**src/rtl/ddr_request_queue.sv**
```systemverilog
// Request FIFO plus a single-outstanding issue FSM that sits in front of ddr_controller.
// Build option: define DDRQ_TIMEOUT_EN to abort ISSUE after TIMEOUT_CYCLES without mem_ready.
module ddr_request_queue #(
    parameter int DEPTH          = 4,
    parameter int ADDR_W         = 32,
    parameter int DATA_W         = 32,
    parameter int TIMEOUT_CYCLES = 64
) (
    input  logic                   clk,
    input  logic                   reset,
    input  logic                   req_valid,
    output logic                   req_ready,
    input  logic                   req_write,
    input  logic [ADDR_W-1:0]      req_addr,
    input  logic [DATA_W-1:0]      req_wdata,
    output logic                   rsp_valid,
    input  logic                   rsp_ready,
    output logic                   rsp_write,
    output logic [DATA_W-1:0]      rsp_rdata,
    output logic                   rsp_err,
    output logic [ADDR_W-1:0]      mem_address,
    output logic [DATA_W-1:0]      mem_write_data,
    output logic                   mem_read_enable,
    output logic                   mem_write_enable,
    input  logic [DATA_W-1:0]      mem_read_data,
    input  logic                   mem_ready,
    output logic [$clog2(DEPTH):0] queue_count,
    output logic                   busy,
    output logic                   timeout_err
);
    localparam int PTR_W   = $clog2(DEPTH);
    localparam int CNT_W   = PTR_W + 1;
    localparam int ENTRY_W = 1 + ADDR_W + DATA_W;

    typedef enum logic [1:0] {IDLE, ISSUE, RESP} state_t;

    state_t             state_q;
    state_t             state_d;
    logic [ENTRY_W-1:0] fifo_mem [DEPTH];
    logic [PTR_W-1:0]   wr_ptr;
    logic [PTR_W-1:0]   rd_ptr;
    logic [CNT_W-1:0]   count_q;
    logic [ENTRY_W-1:0] head;
    logic               full;
    logic               push;
    logic               pop;
    logic               issue_done;
    logic               issue_timeout;
    logic               rsp_take;

    assign full        = (count_q == CNT_W'(DEPTH));
    assign req_ready   = !full;
    assign queue_count = count_q;
    assign busy        = (state_q != IDLE) || (count_q != '0);
    assign head        = fifo_mem[rd_ptr];

    // Request FIFO: storage is data only, pointers and occupancy are control
    always_ff @(posedge clk) begin
        if (push) begin
            fifo_mem[wr_ptr] <= {req_write, req_addr, req_wdata};
        end
    end

    always_ff @(posedge clk or posedge reset) begin
        if (reset) begin
            wr_ptr  <= '0;
            rd_ptr  <= '0;
            count_q <= '0;
        end else begin
            if (push) begin
                wr_ptr <= wr_ptr + PTR_W'(1);
            end
            if (pop) begin
                rd_ptr <= rd_ptr + PTR_W'(1);
            end
            count_q <= count_q + CNT_W'(push) - CNT_W'(pop);
        end
    end

    // FSM: state register
    always_ff @(posedge clk or posedge reset) begin
        if (reset) begin
            state_q <= IDLE;
        end else begin
            state_q <= state_d;
        end
    end

    // FSM: next state
    always_comb begin
        state_d = state_q;
        case (state_q)
            IDLE:    if (count_q != '0) state_d = ISSUE;
            ISSUE:   if (issue_done || issue_timeout) state_d = RESP;
            RESP:    if (rsp_take) state_d = IDLE;
            default: state_d = IDLE;
        endcase
    end

    // FSM: decoded controls; mem_ready outside ISSUE is never looked at
    always_comb begin
        push       = req_valid && !full;
        pop        = (state_q == IDLE) && (count_q != '0);
        issue_done = (state_q == ISSUE) && mem_ready;
        rsp_take   = (state_q == RESP) && rsp_valid && rsp_ready;
    end

    // Registered controller and response outputs
    always_ff @(posedge clk or posedge reset) begin
        if (reset) begin
            mem_address      <= '0;
            mem_write_data   <= '0;
            mem_read_enable  <= 1'b0;
            mem_write_enable <= 1'b0;
            rsp_valid        <= 1'b0;
            rsp_write        <= 1'b0;
            rsp_rdata        <= '0;
        end else begin
            if (pop) begin
                mem_address      <= head[ADDR_W+DATA_W-1:DATA_W];
                mem_write_data   <= head[DATA_W-1:0];
                mem_write_enable <= head[ENTRY_W-1];
                mem_read_enable  <= !head[ENTRY_W-1];
            end else if (issue_done || issue_timeout) begin
                mem_write_enable <= 1'b0;
                mem_read_enable  <= 1'b0;
            end

            // mem_write_enable still identifies the in-flight op while in ISSUE
            if (issue_done) begin
                rsp_valid <= 1'b1;
                rsp_write <= mem_write_enable;
                rsp_rdata <= mem_write_enable ? '0 : mem_read_data;
            end else if (issue_timeout) begin
                rsp_valid <= 1'b1;
                rsp_write <= mem_write_enable;
                rsp_rdata <= '0;
            end else if (rsp_take) begin
                rsp_valid <= 1'b0;
            end
        end
    end

`ifdef DDRQ_TIMEOUT_EN
    localparam int TMO_W = $clog2(TIMEOUT_CYCLES + 1);

    logic [TMO_W-1:0] tmo_cnt;

    // Counter is zero on the first ISSUE cycle because ISSUE is only entered from IDLE
    assign issue_timeout = (state_q == ISSUE) && !mem_ready &&
                           (tmo_cnt == TMO_W'(TIMEOUT_CYCLES - 1));

    always_ff @(posedge clk or posedge reset) begin
        if (reset) begin
            tmo_cnt     <= '0;
            rsp_err     <= 1'b0;
            timeout_err <= 1'b0;
        end else begin
            if (state_q != ISSUE) begin
                tmo_cnt <= '0;
            end else if (!issue_timeout) begin
                tmo_cnt <= tmo_cnt + TMO_W'(1);
            end

            if (issue_done) begin
                rsp_err <= 1'b0;
            end else if (issue_timeout) begin
                rsp_err     <= 1'b1;
                timeout_err <= 1'b1;
            end
        end
    end
`else
    logic unused_timeout_cfg;

    // TIMEOUT_CYCLES has no effect when the abort path is not built
    assign unused_timeout_cfg = |TIMEOUT_CYCLES;
    assign issue_timeout      = 1'b0;
    assign rsp_err            = 1'b0;
    assign timeout_err        = 1'b0;
`endif

endmodule

```
**config.mk**
```make
export PLATFORM = sky130hd
export DESIGN_NAME = ddr_request_queue
export DESIGN_NICKNAME = d
export VERILOG_FILES = /design/src/rtl/ddr_request_queue.sv
export SDC_FILE = /design/constraint.sdc
export NUM_CORES = 1
export LEC_CHECK = 0
export CORE_UTILIZATION = 40
export DETAILED_ROUTE_END_ITERATION = 16
export GPL_TIMING_DRIVEN = 0
export PLACE_DENSITY = 0.59
export SYNTH_ARGS = -nofsm -noshare
export SYNTH_HDL_FRONTEND = slang
export SYNTH_SLANG_ARGS = --single-unit
```
**constraint.sdc**
```tcl
create_clock -name clk -period 3.97 [get_ports clk]
set_input_delay 0.794 -clock clk [delete_from_list [all_inputs] [get_ports clk]]
set_output_delay 0.794 -clock clk [all_outputs]
set_load 0.01 [all_outputs]
```
## Word-level counts from Yosys, hierarchy flattened

Memory sizes are Yosys's and may differ from the RTL's.
Cells that the tools add are included.

- Memories kept: 1
- Input bits: 102
- Output and inout bits: 107
- Word-level logic and storage cells: 48
- Flip-flop bits (word level): 109
- RAM bits: 260

- Reductions and logical operators: 14
- Add/subtract/negate cells: 4
- Multiplexer cells: 12
- Eq/ne operators: 6

Memory list:

| name | words | bits a word | read ports | clocked after Yosys merged registers in | write ports | RTL line | source |
|---|---|---|---|---|---|---|---|
| fifo_mem | 4 | 65 | 1 | 0 | 1 | 39 | `logic [ENTRY_W-1:0] fifo_mem [DEPTH];` |

Operator list:

| cell | count |
|---|---|
| 2-to-1 mux 32 bit | 1 |
| 2-to-1 mux 1 bit | 7 |
| 2-to-1 mux 2 bit | 3 |
| != test 2 bit, second input constant | 3 |
| case mux 2 bit (3 select lines) | 1 |
| nonzero test 2 bit | 3 |
| logical AND 1 bit | 5 |
| adder 2 x 1 -> 2 bit, second input constant | 2 |
| adder 3 x 1 -> 3 bit | 1 |
| equality test 3 bit, second input constant | 1 |
| AND reduction 3 bit | 1 |
| nonzero test 3 bit | 1 |
| subtractor 3 x 1 -> 3 bit | 1 |
| equality test 2 x 1 -> 1 bit, second input constant | 1 |
| equality test 2 bit, second input constant | 1 |
| zero test 1 bit | 2 |
| zero test 2 bit | 1 |
| logical OR 1 bit | 1 |

## Logic depth before layout (Yosys ltp)

- Depth after elaboration: 5
- Depth in mapped cells: 11
- Depth with buffers taken out: 9

## Worst setup path before layout

No wires, ideal clock.

- Path kind: input-to-reg
- From: input req_valid
- To: memory fifo_mem[0][0] in the netlist's numbering, enable pin
- Slack: 1.169 ns
- Data required time: 3.540 ns
- Cell stages on the path: 1
- Setup time: 0.430 ns
- Path buffers: 0
- Arrival: 2.371 ns
- Cells stage by stage: and3_1

- Word-level cells in the longest chain between the ends: 3

RTL lines:

| item | RTL line | source |
|---|---|---|
| start, declared | 11 | `input logic req_valid,` |
| logical AND 1 bit | 102 | `push = req_valid && !full;` |
| 2-to-1 mux 1 bit | 59 | `if (push) begin` |
| 2-to-1 mux 1 bit (implied by the code) | 60 | `fifo_mem[wr_ptr] <= {req_write, req_addr, req_wdata};` |
| end, declared | 39 |  |

Every way passes these cells.

## Worst setup path after layout

- From: register count_q[1], in the netlist queue_count[1]
- To: register count_q[2], in the netlist queue_count[2]

RTL lines:

| item | RTL line | source |
|---|---|---|
| start, declared | 42 | `logic [CNT_W-1:0] count_q;` |
| start signal, assigned | 76 | `count_q <= count_q + CNT_W'(push) - CNT_W'(pop);` |
| nonzero test 3 bit | 103 | `pop = (state_q == IDLE) && (count_q != '0);` |
| logical AND 1 bit | 103 |  |
| via pop | 46 | `logic pop;` |
| subtractor 3 x 1 -> 3 bit | 76 |  |

The timed path passes the listed nets, and every way through them passes these cells.
A chain may end at the register's enable or synchronous reset.

==> reports/summary.log <==
INFO  outcome        status=finished clean
INFO  layout         layout-area-overhead-vs-synth=29.7%
INFO  synthesis      netlist_instances=677
INFO  drt            num_vias=6863
INFO  timing         worst_slack=1.10ns
INFO  drt            drt_iter0_drc=302
INFO  global_routing track_usage=0.164
INFO  drt            wl_per_cell=19.8µm
INFO  synthesis      mappedNetlistArea=13800µm²
INFO  power          pwr_density_cell=794nW/µm²
INFO  die            floorplan.die_area=35100µm²
INFO  global_routing grt_max_degree=62
INFO  synthesis      yosys-top-cells-area=edfxtp_1 (57%), dfrtp_1 (20%), mux4_2 (11%)
INFO  placed_design  dpl.hpwl=17.5mm
INFO  timing         minimum_clock_period_after_layout=2.87ns
INFO  power          sw_pwr=4060µW
INFO  critical_path  crit_arrival=3.27ns
INFO  timing         worst_slew_margin_rel=0.434
INFO  clock_tree     cts_tree=done
INFO  clock_tree     hold_buffers=0
INFO  clock_tree     clock_tree.htree_level_count=2
INFO  clock_tree     worstSkewPairLatency=0.53ns
INFO  power          sw_frac_of_total=0.287
INFO  power          static-leakage-power=0.00635µW
INFO  timing         finalSetupViolCount=0
INFO  clock_tree     cts.repair_timing.setup_buffer_count=0
INFO  synthesis      synth_async_sr_flop_share=0.295
INFO  drt            final_antenna_net_count=0
INFO  power          share_clk_of_total_power=0.252
INFO  critical_path  timing.critical_path.slowest_cell_delay=0.43ns
INFO  drt            postRouteWirelength=28.0mm
INFO  synthesis      synth_seq_cells=369
INFO  timing         hold_violations=0
INFO  placed_design  post_dp_cell_area=16500µm²
INFO  synthesis      avgSynthCellArea=20.3µm²
INFO  drt            detail_route.drc_violations=0
INFO  timing         final_max_slew_viol_count=0
INFO  global_routing vias_in_the_first_global_route=7462
INFO  clock_tree     cts_made_buffers=41
INFO  clock_tree     ctsLongestPathBuffers=3
INFO  layout         filler_free_cell_count_of_the_finished_design=1417
INFO  synthesis      ys_seq_area_frac=0.766
INFO  layout         post_route_cells_drive_above_1_share=0.228
INFO  clock_tree     number_of_gates_given_a_new_drive_strength_after_cts=0
INFO  critical_path  critPathBufInv=4
INFO  timing         post-route-period-util=0.723
INFO  global_routing grt_pass1_wl=44.1mm
INFO  layout         fin_nets=1041
INFO  timing         max_freq=348MHz
INFO  synthesis      synth_largest_area_cell=edfxtp_1
INFO  run            drv.max_cap_violation_count=0
INFO  global_routing grt_overflow_total=0
INFO  placed_design  pre_cts_ws=1.03ns
INFO  min_path       min-delay-path-class=flop to flop
INFO  die            die_h=187µm
INFO  layout         fin_area=17800µm²
INFO  critical_path  critical_path_cell_count=11
INFO  placed_design  dpl.cell_count=1337
INFO  min_path       hold_path_depth=2
INFO  critical_path  r2r_depth=11
INFO  critical_path  critPathSlowestCell=or3_4
INFO  timing         final.setup_skew=0.0204ns
INFO  timing         worst_slew_pin_slew=0.849ns
INFO  clock_tree     clkSlewWorstSetupHoldPaths=0.06ns
INFO  synthesis      yosys_warnings=0
INFO  die            core_region_area=33700µm²
INFO  clock_tree     cts_root_buffer=clkbuf_16
INFO  synthesis      yosysTopAreaCellShare=0.568
INFO  synthesis      ys_types=29
INFO  synthesis      number_of_flops_mapped_to_enable_cells_by_yosys=260
INFO  clock_tree     cts_sinks=369
INFO  power          peakVddDrop=0.401mV
INFO  power          cell_internal_pwr=10100µW
INFO  timing         fin_setup_tns=0ns
INFO  critical_path  timing.critical_path.max_delay_family=adder cells
INFO  drt            vias_per_cell=4.84
INFO  placed_design  buffer_ports.inserted=206
INFO  critical_path  worstSetupStartpointType=flop
INFO  power          power.share.combinational=0.342
INFO  global_routing grt_antenna_before_repair=5
INFO  drt            drt-pass1-iter-count=6
INFO  synthesis      synth-main-ff-cell=edfxtp_1
INFO  die            start_util=0.408
INFO  power          power_frac_seq=0.406
INFO  die            pin_count=209
INFO  placed_design  gp_congestion=0.759
INFO  die            core.rowCount=67
INFO  critical_path  timing.critical_path.to_type=flop
INFO  critical_path  maximum_fanout_along_the_worst_path=10
INFO  critical_path  worstSetupPathType=flop to flop
INFO  die            dieWidth=187µm
INFO  critical_path  cp.required=4.37ns
INFO  critical_path  path_cells=or3_4, nand2_2, buf_4, buf_4, inv_1, ha_1, inv_1, ha_1, fa_1, xnor2_1, xnor2_1
INFO  timing         grt_setup_unrepaired=no
per-layer routing:
| metal | vias up | part of all wire | global-route usage |
|---|---|---|---|
| met5 | - | 0.00089 | 0 |
| met4 | 4 | 0.014 | 0.0353 |
| met3 | 43 | 0.075 | 0.0514 |
| met2 | 209 | 0.48 | 0.269 |
| met1 | 3475 | 0.43 | 0.215 |
| li1 | 3132 | - | - |
sequential cells by signal (all words and copies together), names as in the netlist, 2 cells and up:
register	cells
mem_address	32
rsp_rdata	32
fifo_mem	260
queue_count	3
mem_write_data	32
rd_ptr	2
wr_ptr	2
state_q	2
kinds of logic (layout without fill, tap and decap cells):
family | Yosys count | after routing | synth area share
xor+xnor | 5 | 5 | 0.00318
simple gates | 83 | 83 | 0.0312
mux | 132 | 132 | 0.161
fa+ha+maj | 7 | 7 | 0.00691
buf+inv | 43 | 330 | 0.0175
flops | 369 | 369 | 0.766
compound gates | 37 | 37 | 0.0137
other cells | 1 | 6 | 0.000273
Yosys cell counts (2+ instances only):
master	number
edfxtp_1	260
mux4_2	65
clkbuf_1	14
nor2_1	2
and3_1	5
a21oi_1	2
inv_1	9
buf_6	5
buf_2	8
buf_1	2
xnor2_1	5
nand2_1	37
nand2b_1	33
buf_4	4
mux2_2	66
o21ai_0	34
ha_1	6
dfrtp_1	109
final cells by class:
class                   instances  area [µm²]
fillers                      2736       15900
flip-flops and latches        369       10500
multi-input cells             266        3000
repair buffers                211        2190
clock buffers                  64        1200
well taps                     448         561
plain buffers                  34         206
clock inverters                12        88.8
inverters                       9        38.8
diodes                          4        10.0
power groups by stage:
stage          clock [µW]  combinational (µW)  sequential (µW)
2_1_floorplan           0                2580             6040
3_3_place_gp            0                4850             5880
3_5_place_dp            0                4970             5840
4_1_cts              3670                4990             5770
5_1_grt              3830                5270             5870
6_report             3570                4840             5750
metrics by stage:
step	hold WS [ns]	utilization	power [µW]
floorplan	0.501	-	8610
global placement	0.465	0.486	10700
detailed placement	0.472	0.491	10800
CTS	0.485	0.529	14400
global route	0.502	0.529	15000
finish	0.477	0.529	14200
final timing paths:
| path | start | endpoint | slack [ns] |
|---|---|---|---|
| max in group asynchronous | reset | mem_write_data[1] | 2.54 |
| worst min register to register | rsp_rdata[19] | rsp_rdata[19] | 0.48 |
| min in group asynchronous | reset | mem_address[13] | 0.71 |
| worst max-delay path | queue_count[1] | queue_count[2] | 1.10 |
| worst max register to register | queue_count[1] | queue_count[2] | 1.10 |
| worst min-delay path | rsp_rdata[19] | rsp_rdata[19] | 0.48 |
worst register-to-register path, delay by kind of cell (launching register included):
kind / cells / cell delay (ns)
flip-flops: 1 / 0.41
buffers and inverters: 4 / 0.61
adder cells (fa/ha/maj): 3 / 0.85
AND/OR/NAND/NOR: 2 / 0.61
XOR/XNOR: 2 / 0.27
layout by cell type, fill, tap and decap left out, types with 29 or more instances in the layout:
cell and n:
clkdlybuf4s50_1 206, nand2_1 37, edfxtp_1 260, clkbuf_16 42
o21ai_0 34, mux4_2 65, clkbuf_1 29, nand2b_1 33
dfrtp_1 109, mux2_2 66
(Power assumes the default switching activity.)
